File: src/rtl/sfx_pkg.sv
`default_nettype none
// ============================================================================
// Module      : sfx_pkg
// Description : Shared types and defaults for the sound-effect arbiter.
// Revision    : 1.0 - initial release
// ============================================================================
package sfx_pkg;

   localparam int SAMPLE_W_DEFAULT = 16;

   typedef enum logic [1:0] {
      IDLE   = 2'd0,
      LAUNCH = 2'd1,
      PLAY   = 2'd2,
      GAP    = 2'd3
   } sfx_state_t;

   typedef logic signed [SAMPLE_W_DEFAULT-1:0] sample_t;

endpackage
`default_nettype wire

File: src/rtl/sfx_arbiter_if.sv
`default_nettype none
// ============================================================================
// Module      : sfx_arbiter_if
// Description : Trigger, generator handshake and DAC sample bundle.
// Revision    : 1.0 - initial release
// ============================================================================
interface sfx_arbiter_if #(
   parameter int NUM_SFX  = 4,
   parameter int SAMPLE_W = 16,
   localparam int IDX_W   = (NUM_SFX > 1) ? $clog2(NUM_SFX) : 1
);
   logic                         sample_tick;
   logic [NUM_SFX-1:0]           trigger;
   logic [NUM_SFX-1:0]           sfx_busy;
   logic [NUM_SFX*SAMPLE_W-1:0]  sfx_left;
   logic [NUM_SFX*SAMPLE_W-1:0]  sfx_right;
   logic [NUM_SFX-1:0]           sfx_go;
   logic [NUM_SFX-1:0]           sfx_stop;
   logic [SAMPLE_W-1:0]          dac_left;
   logic [SAMPLE_W-1:0]          dac_right;
   logic                         active;
   logic [IDX_W-1:0]             active_id;
   logic [NUM_SFX-1:0]           pending;

   // Arbiter side
   modport master (
      input  sample_tick, trigger, sfx_busy, sfx_left, sfx_right,
      output sfx_go, sfx_stop, dac_left, dac_right, active, active_id, pending
   );

   // Trigger / generator / DAC side
   modport slave (
      output sample_tick, trigger, sfx_busy, sfx_left, sfx_right,
      input  sfx_go, sfx_stop, dac_left, dac_right, active, active_id, pending
   );
endinterface
`default_nettype wire

File: src/rtl/sfx_prio_enc.sv
`default_nettype none
// ============================================================================
// Module      : sfx_prio_enc
// Description : Fixed-priority encoder, lowest set index wins.
// Revision    : 1.0 - initial release
// ============================================================================
module sfx_prio_enc #(
   parameter int N = 4,
   localparam int IDX_W = (N > 1) ? $clog2(N) : 1
) (
   input  wire logic [N-1:0]     req,
   output logic      [IDX_W-1:0] idx,
   output logic                  valid
);

   // Scan downwards so the lowest set bit is the final assignment
   always_comb begin
      idx   = '0;
      valid = 1'b0;
      for (int i = N - 1; i >= 0; i--) begin
         if (req[i]) begin
            idx   = IDX_W'(i);
            valid = 1'b1;
         end
      end
   end

endmodule
`default_nettype wire

File: src/rtl/sfx_arbiter.sv
`default_nettype none
// ============================================================================
// Module      : sfx_arbiter
// Description : Fixed-priority sound-effect arbiter sharing one DAC path.
// Revision    : 1.0 - initial release
// ============================================================================
module sfx_arbiter
   import sfx_pkg::*;
#(
   parameter int NUM_SFX        = 4,
   parameter int SAMPLE_W       = SAMPLE_W_DEFAULT,
   parameter bit PREEMPT        = 1'b1,
   parameter int LAUNCH_TIMEOUT = 1024,
   parameter int GAP_TICKS      = 2
) (
   input wire logic      clk,
   input wire logic      reset_n,
   sfx_arbiter_if.master bus
);

   localparam int c_IDX_W = (NUM_SFX > 1) ? $clog2(NUM_SFX) : 1;
   localparam int c_TO_W  = $clog2(LAUNCH_TIMEOUT + 1);
   localparam int c_GAP_W = (GAP_TICKS > 1) ? $clog2(GAP_TICKS) : 1;
   localparam logic [c_TO_W-1:0]  c_TO_LAST  = c_TO_W'(LAUNCH_TIMEOUT - 1);
   localparam logic [c_GAP_W-1:0] c_GAP_LAST = c_GAP_W'((GAP_TICKS > 0) ? GAP_TICKS - 1 : 0);
   localparam logic [NUM_SFX-1:0] c_ONE      = NUM_SFX'(1);

   sfx_state_t           r_state;
   logic [NUM_SFX-1:0]   r_trig_q;
   logic [NUM_SFX-1:0]   r_pending;
   logic [NUM_SFX-1:0]   r_go;
   logic [NUM_SFX-1:0]   r_stop;
   logic [SAMPLE_W-1:0]  r_dac_left;
   logic [SAMPLE_W-1:0]  r_dac_right;
   logic                 r_active;
   logic [c_IDX_W-1:0]   r_active_id;
   logic [c_TO_W-1:0]    r_to_cnt;
   logic [c_GAP_W-1:0]   r_gap_cnt;

   logic [NUM_SFX-1:0]   w_rise;
   logic [c_IDX_W-1:0]   w_sel;
   logic                 w_sel_valid;
   logic [NUM_SFX-1:0]   w_sel_onehot;
   logic [NUM_SFX-1:0]   w_clr;
   logic [NUM_SFX-1:0]   w_below;
   logic                 w_preempt_valid;
   logic [c_IDX_W-1:0]   w_preempt_idx_unused;
   logic                 w_busy;
   logic [SAMPLE_W-1:0]  w_src_left;
   logic [SAMPLE_W-1:0]  w_src_right;

   assign w_rise       = bus.trigger & ~r_trig_q;
   assign w_sel_onehot = c_ONE << w_sel;
   assign w_clr        = (r_state == IDLE && w_sel_valid) ? w_sel_onehot : '0;
   // Requests strictly higher in priority than the granted source
   assign w_below      = r_pending & ((c_ONE << r_active_id) - c_ONE);
   assign w_busy       = bus.sfx_busy[r_active_id];
   assign w_src_left   = bus.sfx_left[int'(r_active_id) * SAMPLE_W +: SAMPLE_W];
   assign w_src_right  = bus.sfx_right[int'(r_active_id) * SAMPLE_W +: SAMPLE_W];

   sfx_prio_enc #(.N(NUM_SFX)) u_sel_enc (
      .req   (r_pending),
      .idx   (w_sel),
      .valid (w_sel_valid)
   );

   sfx_prio_enc #(.N(NUM_SFX)) u_preempt_enc (
      .req   (w_below),
      .idx   (w_preempt_idx_unused),
      .valid (w_preempt_valid)
   );

   always_ff @(posedge clk) begin
      if (!reset_n) begin
         r_state     <= IDLE;
         r_trig_q    <= bus.trigger;
         r_pending   <= '0;
         r_go        <= '0;
         r_stop      <= '0;
         r_dac_left  <= '0;
         r_dac_right <= '0;
         r_active    <= 1'b0;
         r_active_id <= '0;
         r_to_cnt    <= '0;
         r_gap_cnt   <= '0;
      end else begin
         r_trig_q  <= bus.trigger;
         // A new edge on a bit being launched this cycle survives the clear
         r_pending <= (r_pending & ~w_clr) | w_rise;
         r_go      <= '0;
         r_stop    <= '0;

         if (bus.sample_tick) begin
            r_dac_left  <= (r_state == PLAY) ? w_src_left  : '0;
            r_dac_right <= (r_state == PLAY) ? w_src_right : '0;
         end

         case (r_state)
            IDLE: begin
               if (w_sel_valid) begin
                  r_go        <= w_sel_onehot;
                  r_active_id <= w_sel;
                  r_active    <= 1'b1;
                  r_to_cnt    <= '0;
                  r_state     <= LAUNCH;
               end
            end
            LAUNCH: begin
               if (w_busy) begin
                  r_state <= PLAY;
               end else if (r_to_cnt == c_TO_LAST) begin
                  r_active  <= 1'b0;
                  r_gap_cnt <= '0;
                  r_state   <= GAP;
               end else begin
                  r_to_cnt <= r_to_cnt + c_TO_W'(1);
               end
            end
            PLAY: begin
               if (!w_busy) begin
                  r_active  <= 1'b0;
                  r_gap_cnt <= '0;
                  r_state   <= GAP;
               end else if (PREEMPT && w_preempt_valid) begin
                  r_stop    <= c_ONE << r_active_id;
                  r_active  <= 1'b0;
                  r_gap_cnt <= '0;
                  r_state   <= GAP;
               end
            end
            GAP: begin
               if (GAP_TICKS == 0) begin
                  r_state <= IDLE;
               end else if (bus.sample_tick) begin
                  if (r_gap_cnt == c_GAP_LAST) begin
                     r_gap_cnt <= '0;
                     r_state   <= IDLE;
                  end else begin
                     r_gap_cnt <= r_gap_cnt + c_GAP_W'(1);
                  end
               end
            end
            default: r_state <= IDLE;
         endcase
      end
   end

   assign bus.sfx_go    = r_go;
   assign bus.sfx_stop  = r_stop;
   assign bus.dac_left  = r_dac_left;
   assign bus.dac_right = r_dac_right;
   assign bus.active    = r_active;
   assign bus.active_id = r_active_id;
   assign bus.pending   = r_pending;

endmodule
`default_nettype wire

File: src/flat_wrapper.sv
// flat-port wrapper written by rule: the top's interface ports become plain ports
module sfx_arbiter_flat import sfx_pkg::*;
#(
   parameter int NUM_SFX        = 4,
   parameter int SAMPLE_W       = SAMPLE_W_DEFAULT,
   parameter bit PREEMPT        = 1'b1,
   parameter int LAUNCH_TIMEOUT = 1024,
   parameter int GAP_TICKS      = 2
)
  (clk, reset_n, bus_sample_tick, bus_trigger, bus_sfx_busy, bus_sfx_left, bus_sfx_right, bus_sfx_go, bus_sfx_stop, bus_dac_left, bus_dac_right, bus_active, bus_active_id, bus_pending);
  sfx_arbiter_if #(.NUM_SFX(NUM_SFX), .SAMPLE_W(SAMPLE_W)) bus_i ();
  input wire logic clk;
  input wire logic reset_n;
  input wire logic [$bits(bus_i.sample_tick)-1:0] bus_sample_tick;
  input wire logic [$bits(bus_i.trigger)-1:0] bus_trigger;
  input wire logic [$bits(bus_i.sfx_busy)-1:0] bus_sfx_busy;
  input wire logic [$bits(bus_i.sfx_left)-1:0] bus_sfx_left;
  input wire logic [$bits(bus_i.sfx_right)-1:0] bus_sfx_right;
  output wire logic [$bits(bus_i.sfx_go)-1:0] bus_sfx_go;
  output wire logic [$bits(bus_i.sfx_stop)-1:0] bus_sfx_stop;
  output wire logic [$bits(bus_i.dac_left)-1:0] bus_dac_left;
  output wire logic [$bits(bus_i.dac_right)-1:0] bus_dac_right;
  output wire logic [$bits(bus_i.active)-1:0] bus_active;
  output wire logic [$bits(bus_i.active_id)-1:0] bus_active_id;
  output wire logic [$bits(bus_i.pending)-1:0] bus_pending;
  assign bus_i.sample_tick = bus_sample_tick;
  assign bus_i.trigger = bus_trigger;
  assign bus_i.sfx_busy = bus_sfx_busy;
  assign bus_i.sfx_left = bus_sfx_left;
  assign bus_i.sfx_right = bus_sfx_right;
  assign bus_sfx_go = bus_i.sfx_go;
  assign bus_sfx_stop = bus_i.sfx_stop;
  assign bus_dac_left = bus_i.dac_left;
  assign bus_dac_right = bus_i.dac_right;
  assign bus_active = bus_i.active;
  assign bus_active_id = bus_i.active_id;
  assign bus_pending = bus_i.pending;
  sfx_arbiter #(.NUM_SFX(NUM_SFX), .SAMPLE_W(SAMPLE_W), .PREEMPT(PREEMPT), .LAUNCH_TIMEOUT(LAUNCH_TIMEOUT), .GAP_TICKS(GAP_TICKS)) u_core (.clk(clk), .reset_n(reset_n), .bus(bus_i));
endmodule
File: config.mk
export PLATFORM = sky130hd
export DESIGN_NAME = sfx_arbiter_flat
export DESIGN_NICKNAME = d
export VERILOG_FILES = /design/src/rtl/sfx_pkg.sv /design/src/rtl/sfx_arbiter_if.sv /design/src/rtl/sfx_prio_enc.sv /design/src/rtl/sfx_arbiter.sv /design/src/flat_wrapper.sv
export SDC_FILE = /design/constraint.sdc
export NUM_CORES = 1
export LEC_CHECK = 0
export ABC_AREA = 1
export CAP_MARGIN = 15
export CORE_MARGIN = 5
export CORE_UTILIZATION = 41
export CTS_BUF_LIST = sky130_fd_sc_hd__clkbuf_4 sky130_fd_sc_hd__clkbuf_8 sky130_fd_sc_hd__clkbuf_16
export DETAILED_ROUTE_END_ITERATION = 8
export PLACE_DENSITY = 0.93
export SKIP_LAST_GASP = 1
export SLEW_MARGIN = 0
export SYNTH_ARGS = -nofsm -noshare
export SYNTH_HDL_FRONTEND = slang
export SYNTH_SLANG_ARGS = --single-unit
File: constraint.sdc
create_clock -name clk -period 5.1 [get_ports clk]
set_input_delay 1.275 -clock clk [delete_from_list [all_inputs] [get_ports clk]]
set_output_delay 1.275 -clock clk [all_outputs]
set_load 0.01 [all_outputs]
Word-level counts from Yosys, hierarchy flattened
Cells that the tools add are included.
{"block": "word_totals", "reg_bits": 65, "wordCells": 87, "latchBits": 0, "ramBits": 0, "n_memories": 0, "romBits": 0, "out_inout_bits": 47, "input_bits": 139}
{"block": "op_classes", "multipliers": 0, "shifts": 4, "n_mux": 38, "reduce_logical": 12, "magnitude_cmp": 1, "bitwise": 6, "addsub": 3, "n_eq_ne": 12, "div": 0}
{"cell": "$shiftx A64 B7 Y16", "count": 2}
{"cell": "$mux W11", "count": 3}
{"cell": "$mux W16", "count": 2}
{"cell": "$mux W2", "count": 11}
{"cell": "$pmux W11 S2", "count": 1}
{"cell": "$mux W1", "count": 16}
{"cell": "$reduce_and A5 Y1", "count": 3}
{"cell": "$and A4 B4 Y4", "count": 3}
{"cell": "$add A11 B1 Y11 const B", "count": 1}
{"cell": "$eq A11 B10 Y1 const B", "count": 1}
{"cell": "$not A4 Y4", "count": 2}
{"cell": "$pmux W2 S4", "count": 1}
{"cell": "$reduce_and A4 Y1", "count": 2}
{"cell": "$shl A1 B2 Y4 const A", "count": 2}
{"cell": "$ne A2 B1 Y1 const B", "count": 3}
{"cell": "$ne A2 B2 Y1 const B", "count": 3}
{"cell": "$pmux W1 S3", "count": 2}
{"cell": "$reduce_bool A3 Y1", "count": 2}
{"cell": "$eq A2 B2 Y1 const B", "count": 2}
{"cell": "$mux W4", "count": 1}
{"cell": "$or A4 B4 Y4", "count": 1}
{"cell": "$sub A4 B1 Y4 const B", "count": 1}
{"cell": "$lt A2 B3 Y1 const B", "count": 1}
{"cell": "$ne A3 B1 Y1 const B", "count": 1}
{"cell": "9 further kinds", "count": 9}

Longest topological paths before layout
{"block": "logic_depth", "ltp_word": 10, "mapped_depth": 12, "mapped_depth_nobuf": 12}

By module
Synthesis repeated with hierarchy kept, for this count alone.
{"block": "hier_totals", "cells_unflattened": 523, "area_unflattened_um2": 3597.2}
{"module": "sfx_arbiter", "instances": 1, "area_per_inst_um2": 3524.6, "seq_area_each_um2": 1301.2, "cells_each": 507}
{"module": "sfx_prio_enc", "instances": 2, "area_per_inst_um2": 36.3, "seq_area_each_um2": 0.0, "cells_each": 8}

Worst setup path after synthesis
Ideal clock, no wire load.
{"block": "synth_path", "path_kind": "input port to flip-flop", "from": "input port bus_sfx_busy[3]", "to": "register u_core.r_to_cnt[1]", "t_arrival_ns": 2.062, "n_path_buf": 1, "path_slack_ns": 2.968, "stages": 10, "required_time_ns": 5.030, "setup_ns": 0.070, "path_cell_list": "nand3_1 -> nand2_1 -> inv_2 -> nand2_2 -> nand2_2 -> nand2_1 -> nor2_2 -> buf_4 -> nand3_1 -> a21oi_1"}
{"block": "synth_between", "elab_chain_len": 4}
{"element": "start: declaration", "line_no": "flat_wrapper.sv:16", "source": "input wire logic [$bits(bus_i.sfx_busy)-1:0] bus_sfx_busy;"}
{"element": "$bmux W1 S2", "line_no": "sfx_arbiter.sv:57", "source": "assign w_busy = bus.sfx_busy[r_active_id];"}
{"element": "$mux W1 (implied by the code)", "line_no": "sfx_arbiter.sv:57"}
{"element": "$ne A2 B2 Y1 (no line)"}
{"element": "$reduce_and A4 Y1 (no line)"}
{"element": "end signal: assignment", "line_no": "sfx_arbiter.sv:116", "source": "r_to_cnt <= r_to_cnt + c_TO_W'(1);"}
{"element": "end: declaration", "line_no": "sfx_arbiter.sv:37", "source": "logic [c_TO_W-1:0] r_to_cnt;"}
No other way between the ends. The select of a mux whose other input is x is not followed.
A chain may end at the register's enable or synchronous reset.

Worst setup path in the final report
{"block": "layout_path", "from": "register u_core.r_active_id[1], in the netlist u_core.bus.active_id[1]", "to": "output port bus_active_id[1]"}
{"element": "start: declaration", "line_no": "sfx_arbiter.sv:36", "source": "logic [c_IDX_W-1:0] r_active_id;"}
{"element": "start signal: assignment", "line_no": "sfx_arbiter.sv:102", "source": "r_active_id <= w_sel;"}
{"element": "end: declaration", "line_no": "flat_wrapper.sv:24", "source": "output wire logic [$bits(bus_i.active_id)-1:0] bus_active_id;"}
No word-level cell between the ends.

==> results by group <==
Min path
  – HP Start: u_core.r_trig_q[1]
  – Worst Hold End: u_core.bus.pending[1]
  – Tightest Hold Check Type: flip-flop to flip-flop
  – Hold depth: 1

GRT
  – Initial antenna violation count: 0
  – First-pass GRT wire length: between 20000 and 25000 um
  – Largest net degree at the start of global routing: 51
  – Overflow after GRT: 0
  – Vias in the first global route: 4292
  – Tot GR Track Use: 24.0%

Critical path
  – Critical-path top delay cell: dfxtp_2
  – Critical Path Max Stage Delay: 690 ps
  – Crit path kind: flip-flop to output port
  – Reg2Reg Setup Slack: around 2500 ps
  – Worst r2r src: u_core.bus.active_id[1]
  – Req. time, crit path: ~3800 ps
  – CP top delay family: flip-flops
  – Reg2Reg Depth: 11
  – CP arrival: about 1700 ps
  – CP startpoint kind: flip-flop
  – CP Max Fanout: 27
  – Critical-path cell list: clkdlybuf4s50_1
  – Crit path buf inv count: 1
  – Worst R2R End: u_core.r_to_cnt[1]
  – Worst setup EP type: output port

Synthesis
  – Synth cell types: 29
  – Cells after Synth: 520
  – Post-synth EDFFs: 0
  – Seq cells post-synth: 65
  – Mapped cell area: approximately 3500 sq um
  – Post-synthesis sequential area ratio: between 30% and 40%
  – Syn Area/Cell: approximately 6.7 sq um
  – Syn nets: 665
  – Syn. warnings: 0
  – Share of flip-flops with an asynchronous set or reset: 0%
  – Dominant synthesized flop cell: dfxtp_1

Floorplan
  – Die Area: around 10000 sq um
  – Io pins: 186
  – FP Rows: 33
  – Die height: roughly 100 um
  – Core box area: 8260 sq um
  – Die Wd: 102 um
  – Initial Utilization: 42.3%

Layout
  – Most common cell after layout, fill and taps aside: clkdlybuf4s50_1
  – Final nets: 831
  – ANT cells: 0
  – Area grow syn2layout: 60.5%
  – Number of fillers in the final layout: 668
  – Share of cells above drive strength 1: 4.92%
  – Footprint of the multi-input gates: ~1900 sq um
  – FF+latch area: 1300 sq um
  – Final instance area: 5610 sq um
  – Final core utilization: 67.9%
  – Most frequent cells in the layout: 185 x clkdlybuf4s50_1, 127 x nand2_1, 107 x nand3_1

Clock tree
  – Post-CTS resize count: 0
  – Clk Latency, worst-skew pair: roughly 340 ps
  – H-tree depth: 3
  – Post-CTS Setup Repair Bufs: 0
  – Root buf cell: clkbuf_8
  – Inserted Clock Buffers: 9
  – Maximum root-to-sink buffer count: 2
  – Clock slew at reported path FFs: 70 ps
  – CTS tree: yes
  – CTS Sinks: 65
  – Cts hold-fix bufs: 0

Placed design
  – HPWL Detailed: 9310 um
  – PortBufs: about 190
  – Post-placement cell area: 5360 sq um
  – Final GP Congestion: 0.876

Detailed routing
  – Vias/cell: 5.42
  – DRC: 0
  – Drt pass-1 iters: 5
  – Vias: 4311
  – Wire per inst: 15.9 um
  – Number of DRC markers in iteration 0: 207
  – Post-route ant nets: 0
  – Final WL: 12600 um

Power and ir drop
  – Worst vdd ir: 215 uV
  – Pwr dens: approximately 350 nW/um^2
  – Static Leak: 0.00203 uW

STA
  – Final hold viol count: 0
  – Final Setup Violations: 0
  – Clk_skew: between 6 and 7 ps
  – Worst Max-Slew Pin Slew: 1030 ps
  – Fmax: 339 MHz
  – Fin. max-slew vios: 0
  – Rel. slew slack: 31.0%
  – RSZ-0062 raised after global routing: false
  – Hold slack: 441 ps
  – Setup TNS: 0 ps
  – Min Tclk post-route: 2950 ps
  – Final worst-path cycle share: approximately 58%

Status
  – Status: finished, final reports clean

Job
  – Max Cap Viol: 0
-- worst max path at each step --
stage,depth (start not counted),startpoint,endpoint
after floorplan,10,bus_sfx_busy[3],u_core.r_to_cnt[1]
after global placement,5,bus_sample_tick,u_core.bus.dac_left[2]
after detailed placement,7,u_core.bus.active_id[0],u_core.bus.dac_left[7]
after CTS,7,u_core.bus.active_id[0],u_core.bus.dac_left[7]
after global routing,1,u_core.bus.active_id[1],bus_active_id[1]
final,1,u_core.bus.active_id[1],bus_active_id[1]
-- registers in the layout, summed over array words and instances, names as in the netlist --
signal,count
u_core.bus.active,1
u_core.bus.active_id,2
u_core.bus.dac_left,16
u_core.bus.dac_right,16
u_core.bus.pending,4
u_core.bus.sfx_go,4
u_core.bus.sfx_stop,4
u_core.r_gap_cnt,1
u_core.r_state,2
u_core.r_to_cnt,11
u_core.r_trig_q,4
-- cell families (layout without fill, tap and decap cells) --
group / after synthesis / after routing / synth area share (%)
AND/OR/NAND/NOR: 282 / 282 / 35.1
AO/OA/AOI/OAI: 97 / 97 / 16.6
flip-flops: 65 / 65 / 37.2
buffers and inverters: 63 / 234 / 7.27
adder cells (fa/ha/maj): 6 / 6 / 2.15
XOR/XNOR: 6 / 6 / 1.50
other: 1 / 1 / 0.107
-- power breakdown --
part | leakage (uW) | internal, uW | switching (uW) | total, uW
Combinational | 0.00139 | 354 | 515 | 869
Clock | 0.000105 | 289 | 209 | 498
Sequential | 0.000530 | 564 | 58.2 | 622
-- layout make-up --
cell class	count	share of cell area, %
Inverter	28	1.88
Tap cell	105	2.34
Clock buffer	10	2.46
Clock inverter	6	1.63
Multi-Input combinational cell	392	34.6
Timing Repair Buffer	190	33.8
Sequential cell	65	23.2
-- metrics by stage --
stage	std cells	setup slack, ps	total power (uW)
finish	796	2150	1990
global placement	779	2210	1450
detailed placement	779	2120	1490
global route	796	2070	2120
floorplan	520	2970	1170
CTS	795	2090	1980
-- Yosys cell counts (4+ instances only) --
cell type | count | share of area [%]
ha_1 | 6 | 2.1
buf_2 | 5 | 0.72
nand2_1 | 127 | 14
buf_1 | 6 | 0.64
nor2_1 | 32 | 3.4
o21ai_1 | 4 | 0.57
nand3_1 | 107 | 15
nor3_1 | 7 | 1.0
a22oi_1 | 32 | 6.9
inv_2 | 5 | 0.54
o21ai_0 | 6 | 0.86
dfxtp_1 | 65 | 37
a21oi_1 | 50 | 7.2
inv_1 | 21 | 2.3
clkbuf_1 | 21 | 2.3
-- metal layers --
layer / vias up / global-route usage [%] / part of all wire (%)
met3: 35 / 5.19 / 8.5
met5: - / 0 / 0
li1: 2106 / - / -
met4: 0 / 11.0 / 3.4
met2: 189 / 41.9 / 50
met1: 1981 / 27.9 / 38
(Power assumes the default switching activity.)
